## config.mk

```make
export PLATFORM = sky130hd
export DESIGN_NAME = id_scoreboard
export DESIGN_NICKNAME = d
export VERILOG_FILES = /design/src/rtl/id_scoreboard.sv
export SDC_FILE = /design/constraint.sdc
export NUM_CORES = 1
export LEC_CHECK = 0
export BUFFER_PORTS_ARGS = -buffer_cell sky130_fd_sc_hd__buf_4
export CORE_ASPECT_RATIO = 0.9
export CORE_MARGIN = 2
export CORE_UTILIZATION = 50
export DETAILED_ROUTE_END_ITERATION = 6
export HOLD_SLACK_MARGIN = 0.03
export PLACE_DENSITY = 0.7
export SKIP_LAST_GASP = 1
export SYNTH_ARGS = -nofsm -noshare
export SYNTH_HDL_FRONTEND = slang
export SYNTH_SLANG_ARGS = --single-unit
```

## constraint.sdc

```tcl
create_clock -name clk -period 7.05 [get_ports clk]
set_input_delay 2.115 -clock clk [delete_from_list [all_inputs] [get_ports clk]]
set_output_delay 2.115 -clock clk [all_outputs]
set_load 0.01 [all_outputs]
```

## src/rtl/id_scoreboard.sv

```systemverilog
// Register-dependency scoreboard for the decode stage.
// Tracks how many uncommitted writers target each architectural register
// and stalls decode on RAW hazards or when the writer window is full.
module id_scoreboard #(
  parameter int NREG         = 32,
  parameter int IDXW         = 5,
  parameter int MAX_INFLIGHT = 4,
  parameter int WB_BYPASS    = 1
) (
  input  logic                              clk,
  input  logic                              rst_n,
  input  logic                              id_valid_i,
  input  logic [IDXW-1:0]                   id_rs1_idx_i,
  input  logic [IDXW-1:0]                   id_rs2_idx_i,
  input  logic                              id_rs1_used_i,
  input  logic                              id_rs2_used_i,
  input  logic                              id_wben_i,
  input  logic [IDXW-1:0]                   id_rd_idx_i,
  input  logic                              wb_valid_i,
  input  logic                              wb_wren_i,
  input  logic [IDXW-1:0]                   wb_rdid_i,
  input  logic                              flush_i,
  output logic                              stalln_pc,
  output logic                              stalln_id,
  output logic                              stalln_ex,
  output logic                              issue_o,
  output logic [$clog2(MAX_INFLIGHT+1)-1:0] inflight_o,
  output logic                              err_o
);

  localparam int CW = $clog2(MAX_INFLIGHT + 1);

  logic [CW-1:0] cnt [NREG];
  logic [CW-1:0] total;
  logic          err_q;

  logic wb_hit;
  logic rs1_bypass;
  logic rs2_bypass;
  logic rs1_haz;
  logic rs2_haz;
  logic full_haz;
  logic hazard;
  logic inc;
  logic dec;
  logic dec_ok;
  logic same_reg;
  logic inc_eff;
  logic dec_eff;
  logic underflow;

  // Hazard detection, issue decision and counter update qualifiers
  always_comb begin
    wb_hit     = wb_valid_i & wb_wren_i;
    rs1_bypass = (WB_BYPASS != 0) && wb_hit && (wb_rdid_i == id_rs1_idx_i)
                 && (cnt[id_rs1_idx_i] == CW'(1));
    rs2_bypass = (WB_BYPASS != 0) && wb_hit && (wb_rdid_i == id_rs2_idx_i)
                 && (cnt[id_rs2_idx_i] == CW'(1));
    rs1_haz    = id_rs1_used_i && (cnt[id_rs1_idx_i] != '0) && !rs1_bypass;
    rs2_haz    = id_rs2_used_i && (cnt[id_rs2_idx_i] != '0) && !rs2_bypass;
    // A full window only blocks instructions that would actually take a slot
    full_haz   = id_wben_i && (id_rd_idx_i != '0) && (total == CW'(MAX_INFLIGHT));
    hazard     = id_valid_i && (rs1_haz || rs2_haz || full_haz);
    issue_o    = id_valid_i && !hazard && !flush_i;
    inc        = issue_o && id_wben_i && (id_rd_idx_i != '0);
    dec        = wb_hit && (wb_rdid_i != '0);
    underflow  = dec && (cnt[wb_rdid_i] == '0);
    dec_ok     = dec && !underflow;
    // Issue and retire on the same register cancel out entirely
    same_reg   = inc && dec && (id_rd_idx_i == wb_rdid_i);
    inc_eff    = inc && !same_reg;
    dec_eff    = dec_ok && !same_reg;
  end

  assign stalln_pc  = ~hazard;
  assign stalln_id  = ~hazard;
  assign stalln_ex  = ~hazard;
  assign inflight_o = total;
  assign err_o      = err_q;

  // Per-register pending-writer counters; x0 never tracks anything
  always_ff @(posedge clk or negedge rst_n) begin
    if (!rst_n) begin
      for (int i = 0; i < NREG; i++) cnt[i] <= '0;
    end else if (flush_i) begin
      for (int i = 0; i < NREG; i++) cnt[i] <= '0;
    end else begin
      cnt[0] <= '0;
      for (int i = 1; i < NREG; i++) begin
        if (inc_eff && (id_rd_idx_i == IDXW'(i)))
          cnt[i] <= cnt[i] + CW'(1);
        else if (dec_eff && (wb_rdid_i == IDXW'(i)))
          cnt[i] <= cnt[i] - CW'(1);
      end
    end
  end

  // Total in-flight writer count
  always_ff @(posedge clk or negedge rst_n) begin
    if (!rst_n)
      total <= '0;
    else if (flush_i)
      total <= '0;
    else if (inc_eff && !dec_eff)
      total <= total + CW'(1);
    else if (dec_eff && !inc_eff)
      total <= total - CW'(1);
  end

  // Sticky underflow flag, only cleared by reset
  always_ff @(posedge clk or negedge rst_n) begin
    if (!rst_n)
      err_q <= 1'b0;
    else if (!flush_i && underflow)
      err_q <= 1'b1;
  end

endmodule

```

==> flow_summary.json, run 1 <==
{
  "status": "completed",
  "numPortBuffers": 36,
  "ys_ff_latch": 97,
  "synthCells": 973,
  "place_area_mm2": 0.00884,
  "grt_max_degree": 91,
  "grt.overflow.total": 0,
  "ys_types": 75,
  "die_h_um": 128,
  "hpwl_mm": 19.5,
  "relSlewSlack": 0.142,
  "ys_async_sr_fraction": 1.00,
  "gp_congestion": 0.994,
  "htreeDepth": 3,
  "rows": 45,
  "rr_worst_depth": 10,
  "cp-endpoint": "stalln_ex",
  "hold_class": "flop to flop",
  "start_util": 0.506,
  "hold_depth": 1,
  "yosysSeqAreaShare": 0.286,
  "ioPinCount": 37,
  "fmax_ghz": 0.152,
  "multi_input_area_mm2": 0.00547,
  "setup_ws_ps": 463,
  "vias": 7655,
  "drt_iter0_drc": 985,
  "cts_resized": 0,
  "dieArea_mm2": 0.0181,
  "cts_buffers": 9,
  "ctsHoldBuffers": 0,
  "reg2reg_setup_slack_ps": 2950,
  "wl_per_cell_um": 22.3,
  "synth_ff_type": "dfrtp_1",
  "worst_setup_path_end_kind": "primary output",
  "antenna_found_initial": 0,
  "crit_arrival_ps": 4470,
  "maxCapViolations": 0,
  "dpl.cell_count": 1171,
  "r2r_start": "cnt[33]",
  "cts_tree": "done",
  "tightest_slew_ps": 1280,
  "setup_viol": 0,
  "drc": 0,
  "p_leak_nw": 3.73,
  "finClkSkew_ps": 10.3,
  "worst-setup-path-type": "input port to primary output",
  "grt_setup_unrepaired": "no",
  "via_per_inst": 6.45,
  "avgSynthCellArea_um2": 8.73,
  "pre_cts_slack_ps": 505,
  "seq_area_mm2": 0.00243,
  "cts_setup_buffers": 0,
  "regToRegEndpoint": "cnt[56]",
  "grt_pass1_vias": 7346,
  "fin_setup_tns_ps": 0,
  "cts_max_path_buffers": 2,
  "hold_viol": 0,
  "slowest_stage": "mux4_2",
  "die_w_um": 141,
  "powerDensity_mw_per_mm2": 144,
  "antennaDiodeCount": 0,
  "fp.coreArea_mm2": 0.0168,
  "cts-root-buf": "clkbuf_16",
  "cp.required_ps": 4930,
  "max_stage_delay_ps": 480,
  "layout.cells.non_filler": 1187,
  "worstPathCellList": "buf_4, mux4_2, mux4_2, o31ai_1, o2111a_1, a311o_2, o21ai_4, nand2_1, buf_4",
  "worstSkewPairLatency_ps": 360,
  "crit_path_start": "id_rs1_idx_i[1]",
  "cts.sinks": 97,
  "timing.critical_path.from_type": "input port",
  "netlist_area_mm2": 0.00850,
  "area_delta_synth_final_pct": 7.77,
  "finalCritPeriodShare": 0.934,
  "worstPathMaxFanout": 33,
  "cts.clk_slew.worst_paths_ps": 70,
  "ir_drop_uv": 129,
  "ant_nets": 0,
  "synth_edf_count": 0,
  "grt_first_pass_wirelength_mm": 42.1,
  "design_area_mm2": 0.00916,
  "drive_above_1_share": 0.193,
  "drt_wl_total_mm": 26.5,
  "grt_util_all_layers": 0.306,
  "fillCellCount": 1557,
  "drv_slew": 0,
  "drtPass1Iterations": 6,
  "min_period_ps": 6590,
  "synthesis.nets": 1034,
  "final_nets": 1032,
  "ys_warn_count": 0
}
==> state kept, by name, indices dropped and copies added, names as in the netlist <==
register	count
inflight_o	3
cnt	93
err_o	1
==> synthesized netlist by cell type (all sizes together) (5+ instances only) <==
master,number,area share
nor2,175,0.078
dfrtp,97,0.29
inv,74,0.033
nor3,73,0.050
mux2,67,0.089
clkbuf,39,0.017
a21oi,32,0.019
fa,32,0.075
nor2b,30,0.022
o21ai,30,0.019
buf,28,0.021
nand2,27,0.012
a31oi,26,0.019
or3,22,0.017
mux4,21,0.056
nand3,19,0.011
nor4,17,0.014
a211oi,13,0.011
a311oi,13,0.014
o311a,10,0.012
and3,9,0.0066
nand4,9,0.0066
nor3b,9,0.0093
xnor2,9,0.0093
xor2,9,0.0093
a21o,8,0.0071
mux2i,7,0.0082
nand2b,7,0.0052
o22ai,5,0.0037
==> routing by layer <==
metal	track usage	wire length (um)	share of wire
met5	0	0	0
met4	0.102	734	0.028
met3	0.0979	3340	0.13
met2	0.442	11100	0.42
met1	0.439	11300	0.43
==> layout make-up <==
cell class	count	area share
inverters	75	0.0307
flip-flops and latches	97	0.265
repair buffers	54	0.0443
clock buffers	11	0.0276
clock inverters	5	0.00656
well taps	211	0.0288
multi-input cells	734	0.597
==> worst max-delay path, delay by kind of cell <==
| family | cells | cell delay (ps) |
|---|---|---|
| compound gates | 4 | 840 |
| buf+inv | 2 | 480 |
| mux | 2 | 860 |
| simple gates | 1 | 160 |
==> cell usage in the layout (no fill, tap or decap), types with 4 or more instances in the layout <==
| cell type | n |
|---|---|
| a211oi_1 | 13 |
| a21o_1 | 8 |
| a21oi_1 | 31 |
| a311oi_1 | 12 |
| a31o_2 | 4 |
| a31oi_1 | 26 |
| and3_1 | 9 |
| buf_4 | 54 |
| clkbuf_16 | 9 |
| dfrtp_1 | 97 |
| fa_1 | 32 |
| inv_1 | 73 |
| mux2_2 | 64 |
| mux2i_1 | 7 |
| mux4_2 | 21 |
| nand2_1 | 27 |
| nand2b_1 | 7 |
| nand3_1 | 19 |
| nand4_1 | 9 |
| nor2_1 | 173 |
| nor2b_1 | 30 |
| nor3_1 | 62 |
| nor3_2 | 10 |
| nor3b_1 | 8 |
| nor4_1 | 16 |
| nor4b_1 | 4 |
| o21ai_0 | 28 |
| o22ai_1 | 5 |
| o311a_1 | 10 |
| o31ai_1 | 4 |
| o32ai_1 | 4 |
| or3_1 | 21 |
| xnor2_1 | 9 |
| xor2_1 | 9 |
==> where the power goes <==
| group | total, W | internal, W | switching, W |
|---|---|---|---|
| combinational | 0.000226 | 0.0000732 | 0.000153 |
| clock | 0.000529 | 0.000297 | 0.000232 |
| sequential | 0.000567 | 0.000561 | 0.00000577 |
==> worst min path at each step <==
stage | startpoint | end
global route | err_o | err_o
global placement | err_o | err_o
finish | err_o | err_o
detailed placement | err_o | err_o
CTS | err_o | err_o
floorplan | err_o | err_o
==> logic make-up after synthesis <==
family / Yosys count / share of synthesized area
AOI/OAI and AO/OA: 177 / 0.151
xor gates and xnor gates: 18 / 0.0186
adders and majority gates: 32 / 0.0754
buffers and inverters: 142 / 0.0710
DFF: 97 / 0.286
muxes: 95 / 0.153
and+or+nand+nor: 412 / 0.246
==> per-stage QoR <==
step | total power, W | util | hold slack, ps
6_report | 0.00132 | 0.546 | 493
5_1_grt | 0.00137 | 0.546 | 515
4_1_cts | 0.00132 | 0.546 | 492
3_5_place_dp | 0.000798 | 0.527 | 463
3_3_place_gp | 0.000794 | 0.527 | 478
2_1_floorplan | 0.000720 | - | 512
Power figures use the tool's default switching activity.
==> run 2: changes to the inputs <==
--- a/config.mk
+++ b/config.mk
@@ -12,6 +12,7 @@
 export DETAILED_ROUTE_END_ITERATION = 6
 export HOLD_SLACK_MARGIN = 0.03
 export PLACE_DENSITY = 0.7
+export REMOVE_ABC_BUFFERS = 1
 export SKIP_LAST_GASP = 1
 export SYNTH_ARGS = -nofsm -noshare
 export SYNTH_HDL_FRONTEND = slang
==> constraint.sdc (replaced) <==
create_clock -name clk -period 6.2 [get_ports clk]
set_input_delay 1.86 -clock clk [delete_from_list [all_inputs] [get_ports clk]]
set_output_delay 1.86 -clock clk [all_outputs]
set_load 0.01 [all_outputs]
==> run 2 against run 1 <==
Against the previous run: wire length up 0.94%; die area did not move; core utilization increased by 0.57 points; first-iteration DRC count fell by 10%; non-clock buffer count up 8; worst setup slack got worse by 130 ps; clock skew about the same; cell count increased by 0.67%; global-route usage grew 0.22 points; sequential cell count did not move; sequential power grew 14%; hold slack got worse by 15 ps; critical path type unchanged; critical endpoint is now stalln_id; largest power group is now the clock network.
==> flow_summary.json, run 2 (synthesis gave the netlist of run 1 again) <==
{
  "fmax_ghz": 0.171,
  "htreeDepth": 3,
  "antennaDiodeCount": 0,
  "cts_buffers": 9,
  "worst-setup-path-type": "input port to primary output",
  "final_cell_mix": "nor2_1, dfrtp_1, inv_1, mux2_2",
  "cts-root-buf": "clkbuf_16",
  "met2_usage": 0.469,
  "cts_resized": 0,
  "max_stage_delay_ps": 500,
  "gp_congestion": 1.06,
  "rows": 45,
  "worst_setup_path_end_kind": "primary output",
  "final_nets": 1040,
  "timing.critical_path.from_type": "input port",
  "ioPinCount": 37,
  "maxCapViolations": 0,
  "worstSkewPairLatency_ps": 360,
  "min_to": "err_o",
  "die_h_um": 128,
  "drt_iter0_drc": 882,
  "cts_max_path_buffers": 2,
  "finalCritPeriodShare": 0.946,
  "drc": 0,
  "grt_pass1_vias": 7476,
  "rr_worst_depth": 11,
  "hp-start": "err_o",
  "cp.required_ps": 4340,
  "p_leak_nw": 3.79,
  "hold_depth": 1,
  "antenna_found_initial": 0,
  "cpMostUsedCell": "buf_4",
  "cts_setup_buffers": 0,
  "r2r_start": "cnt[33]",
  "ant_nets": 0,
  "via_per_inst": 6.51,
  "start_util": 0.506,
  "fp.coreArea_mm2": 0.0168,
  "met3_usage": 0.0590,
  "die_w_um": 141,
  "ir_drop_uv": 129,
  "reg2reg_setup_slack_ps": 2180,
  "cts.sinks": 97,
  "drtPass1Iterations": 5,
  "wl_per_cell_um": 22.4,
  "top_register": "cnt",
  "worstPathMaxFanout": 9,
  "hold_slack_ps": 478,
  "finClkSkew_ps": 9.82,
  "met1_usage": 0.451,
  "grt_setup_unrepaired": "no",
  "hpwl_mm": 19.5,
  "regToRegEndpoint": "cnt[56]",
  "grt_first_pass_wirelength_mm": 42.4,
  "numPortBuffers": 36,
  "grt_max_degree": 89,
  "relSlewSlack": 0.0960,
  "drv_slew": 0,
  "drive_above_1_share": 0.200,
  "powerDensity_mw_per_mm2": 170,
  "grt.overflow.total": 0,
  "cts.clk_slew.worst_paths_ps": 70,
  "top_usage_layer": "met2",
  "worstPathCellList": "buf_4, inv_2, mux4_2, mux2_2, o2111a_1, a311o_2, o21ai_4, nand2_1, buf_4",
  "final_common_cell": "nor2_1",
  "hold_viol": 0,
  "min_period_ps": 5860,
  "status": "completed",
  "slowest_stage": "mux4_2",
  "setup_viol": 0,
  "dieArea_mm2": 0.0181,
  "hold_class": "flop to flop",
  "drt_wl_total_mm": 26.7,
  "crit_arrival_ps": 4000,
  "largest_register_ff_count": 93,
  "tightest_slew_ps": 1350,
  "area_delta_synth_final_pct": 8.89,
  "vias": 7779,
  "fin_setup_tns_ps": 0,
  "ctsHoldBuffers": 0,
  "grt_util_all_layers": 0.309,
  "cts_tree": "done"
}
[run 2: worst max-delay path by stage]
stage                    start        end  slack [ps]  depth (start not counted)
2_1_floorplan  id_rs2_idx_i[0]  stalln_ex         530                          7
3_3_place_gp   id_rs1_idx_i[3]  stalln_pc         360                          9
3_5_place_dp   id_rs1_idx_i[3]  stalln_id         340                          9
4_1_cts        id_rs1_idx_i[3]  stalln_id         340                          9
5_1_grt        id_rs1_idx_i[3]  stalln_ex         250                          9
6_report       id_rs1_idx_i[3]  stalln_id         340                          9
[run 2: power by group]
group / internal, W / leakage (nW) / switching (W)
combinational: 0.0000878 / 2.27 / 0.000181
sequential: 0.000638 / 1.35 / 0.00000676
clock: 0.000395 / 0.170 / 0.000264
[run 2: worst max-delay path: cells and delay by family]
family | cells | cell delay, ps
buffers and inverters | 3 | 460
muxes | 2 | 770
AOI/OAI and AO/OA | 3 | 770
and+or+nand+nor | 1 | 150
[run 2: per-layer routing]
layer | up-vias | part of all wire
li1 | 3486 | -
met1 | 3829 | 0.43
met2 | 411 | 0.44
met3 | 53 | 0.097
met4 | 0 | 0.026
met5 | - | 0
[run 2: final cells by class]
type / count / area, um^2
Timing Repair Buffer: 62 / 465
Tap cell: 211 / 264
Fill cell: 1547 / 7530
Sequential cell: 97 / 2430
Clock inverter: 7 / 118
Inverter: 75 / 282
Clock buffer: 9 / 225
Multi-Input combinational cell: 734 / 5470
[run 2: through the flow]
step / cells / util / instance area, um^2 / setup slack, ps / total power [W]
6_report: 1195 / 0.551 / 9250 / 335 / 0.00157
5_1_grt: 1195 / 0.551 / 9250 / 253 / 0.00162
4_1_cts: 1195 / 0.551 / 9250 / 337 / 0.00158
3_5_place_dp: 1179 / 0.531 / 8910 / 338 / 0.000918
3_3_place_gp: 1179 / 0.531 / 8910 / 357 / 0.000916
2_1_floorplan: 906 / - / 8180 / 530 / 0.000777
==> run 3: changes to the inputs <==
--- a/config.mk
+++ b/config.mk
@@ -5,9 +5,9 @@
 export SDC_FILE = /design/constraint.sdc
 export NUM_CORES = 1
 export LEC_CHECK = 0
+export ABC_AREA = 1
 export BUFFER_PORTS_ARGS = -buffer_cell sky130_fd_sc_hd__buf_4
 export CORE_ASPECT_RATIO = 0.9
-export CORE_MARGIN = 2
 export CORE_UTILIZATION = 50
 export DETAILED_ROUTE_END_ITERATION = 6
 export HOLD_SLACK_MARGIN = 0.03
==> run 3 against run 2 <==
Against the previous run: cell area is 9.7% higher; core utilization hardly changed; total power is 33% higher; via count is 26% higher; register-to-register slack better by 550 ps; non-clock buffer count is 10 lower; combinational power grew to 2.5 times the previous value; sequential share of layout area is 2.3 points lower; highest routed layer unchanged; first-iteration DRC count is 51% higher; critical path type unchanged; synthesized cell count is 48% higher; clock skew hardly changed.
==> flow_summary.json, run 3 <==
{
  "status": "completed",
  "synthCells": 1439,
  "die_w_um": 147,
  "worst-setup-path-type": "input port to primary output",
  "drt_iter0_drc": 1333,
  "tightest_slew_ps": 990,
  "cts_resized": 0,
  "yosysMostFrequentCell": "nand2_1",
  "netlist_area_mm2": 0.00942,
  "crit_path_start": "id_rs1_idx_i[1]",
  "drt_wl_total_mm": 32.2,
  "drtPass1Iterations": 6,
  "grt_first_pass_wirelength_mm": 50.1,
  "synth_compound_gate_area_share": 0.0912,
  "powerDensity_mw_per_mm2": 207,
  "hold_viol": 0,
  "hp-start": "err_o",
  "multi_input_area_mm2": 0.00590,
  "area_delta_synth_final_pct": 7.69,
  "yosys.area.top_type": "dfrtp_1",
  "top_register": "cnt",
  "cts-root-buf": "clkbuf_16",
  "p_seq_frac": 0.354,
  "crit_arrival_ps": 3840,
  "synth_commonest_cells": "nand2_1, inv_1, nor2_1",
  "die_h_um": 132,
  "dieArea_mm2": 0.0194,
  "final_nets": 1498,
  "p_clk_frac": 0.321,
  "htreeDepth": 3,
  "pwr-share-comb": 0.325,
  "grt_util_all_layers": 0.337,
  "synth_top_family_by_area": "simple AND/OR/NAND/NOR gates",
  "cts_buffers": 9,
  "utilization": 0.551,
  "grt.overflow.total": 0,
  "synth_ff_type": "dfrtp_1",
  "crit_buf_inv": 3,
  "drc": 0,
  "synthMuxAreaShare": 0,
  "via_per_inst": 5.82,
  "yosysSeqAreaShare": 0.258,
  "antenna_found_initial": 0,
  "cts.clk_slew.worst_paths_ps": 70,
  "ant_nets": 0,
  "fillCellCount": 1834,
  "grt_setup_unrepaired": "no",
  "synthAdderAreaFrac": 0.0680,
  "design_power_total_w": 0.00210,
  "largest_register_ff_count": 93,
  "cts_tree": "done",
  "synth_xor_xnor_area_share": 0.0325,
  "worstPathMaxFanout": 16,
  "drv_slew": 0,
  "rows": 47,
  "p_int_w": 0.00133,
  "relSlewSlack": 0.339,
  "grt_pass1_vias": 8833,
  "worstPathCellList": "buf_4, inv_1, nand2_1, o21ai_0, a21oi_1, nand2_1, nand2_1, nand2_1, nand3_1, nand3_1, nand3_2, nor2_4, buf_4",
  "final_common_cell": "nand2_1",
  "cp.required_ps": 4340,
  "worstSkewPairLatency_ps": 360,
  "worst_setup_path_end_kind": "primary output",
  "synth_edf_count": 0,
  "p_switching_w": 0.000771,
  "fmax_ghz": 0.175,
  "ys_ff_latch": 97,
  "r2r_start": "cnt[86]",
  "yosysTopAreaCellShare": 0.258,
  "fp.coreArea_mm2": 0.0184,
  "vias": 9823,
  "wl_per_cell_um": 19.1,
  "start_util": 0.512,
  "finClkSkew_ps": 9.38,
  "max_stage_delay_ps": 410,
  "setup_viol": 0,
  "ir_drop_uv": 141,
  "seq_area_mm2": 0.00243,
  "ys_types": 37,
  "avgSynthCellArea_um2": 6.55,
  "critPathTopFamily": "simple AND/OR/NAND/NOR gates",
  "synth-simple-area-share": 0.434,
  "p_leak_nw": 5.02,
  "hold_slack_ps": 474,
  "min_period_ps": 5700,
  "cpMostUsedCell": "nand2_1",
  "place_area_mm2": 0.00980,
  "cts.sinks": 97,
  "hpwl_mm": 23.7,
  "cts_max_path_buffers": 2,
  "timing.critical_path.from_type": "input port",
  "drive_above_1_share": 0.103,
  "antennaDiodeCount": 0,
  "synth.area.top_cells": "dfrtp_1, nand2_1, inv_1",
  "ctsHoldBuffers": 0,
  "hold_class": "flop to flop",
  "ys_async_sr_fraction": 1.00,
  "maxCapViolations": 0,
  "ioPinCount": 37,
  "grt_max_degree": 62,
  "slowest_stage": "inv_1",
  "numPortBuffers": 36,
  "finalCritPeriodShare": 0.920,
  "cts_setup_buffers": 0,
  "gp_congestion": 1.08,
  "final_cell_mix": "nand2_1, inv_1, nor2_1, nand3_1, nand4_1",
  "ys_warn_count": 0,
  "design_area_mm2": 0.0101,
  "swShare": 0.367
}
run 3: cell count changes in the layout (fill, tap and decap cells not counted), moves of 22 or more:
| cell | change |
|---|---|
| a31oi_1 | -25 |
| mux2_2 | -64 |
| nor3_1 | -43 |
| a21oi_1 | +22 |
| nand2_1 | +341 |
| nand3_1 | +111 |
| nand3_2 | +56 |
| inv_1 | +118 |
| xnor2_1 | +24 |
| nand4_1 | +89 |
| nor2b_1 | -30 |
| o21ai_1 | +33 |
run 3: logic make-up (layout without fill, tap and decap cells):
family | Yosys count | count (layout)
AO/OA/AOI/OAI | 160 | 160
XOR/XNOR | 35 | 35
adder cells (fa/ha/maj) | 32 | 32
buffers and inverters | 263 | 266
flip-flops | 97 | 97
AND/OR/NAND/NOR | 852 | 852
run 3: worst paths after layout:
path                            to  slack, ps  cells after the start
max                        issue_o        500                     13
min                          err_o        470                      1
max reg2reg                cnt[85]       2730                     19
min reg2reg                  err_o        470                      1
max in group asynchronous  cnt[44]       3590                      2
min in group asynchronous  cnt[49]       1590                      1
run 3: layer usage:
metal	wire length (um)	vias up	track usage
li1	-	4694	-
met1	14200	4599	0.487
met2	13700	471	0.493
met3	3240	59	0.0730
met4	977	0	0.117
met5	0	-	0
run 3: layout make-up:
| cell class | instances | share of cell area |
|---|---|---|
| sequential | 97 | 0.239 |
| timing repair buffer | 52 | 0.0422 |
| multi-input combinational | 1079 | 0.581 |
| clock buffer | 11 | 0.0239 |
| tap | 245 | 0.0302 |
| clock inverter | 5 | 0.0101 |
| inverter | 198 | 0.0734 |
run 3: power by group through the flow:
stage	Sequential (W)	Clock, W	Combinational, W
floorplan	0.000740	0	0.000449
global placement	0.000751	0	0.000656
detailed placement	0.000752	0	0.000667
CTS	0.000741	0.000681	0.000671
global route	0.000749	0.000707	0.000757
finish	0.000742	0.000673	0.000681
run 3: per-stage QoR:
step | setup TNS (ps) | std cells | setup WS (ps)
finish | 0 | 1687 | 497
global route | 0 | 1687 | 339
CTS | 0 | 1687 | 553
detailed placement | 0 | 1671 | 562
global placement | 0 | 1671 | 594
floorplan | -4.06 | 1374 | -4.06
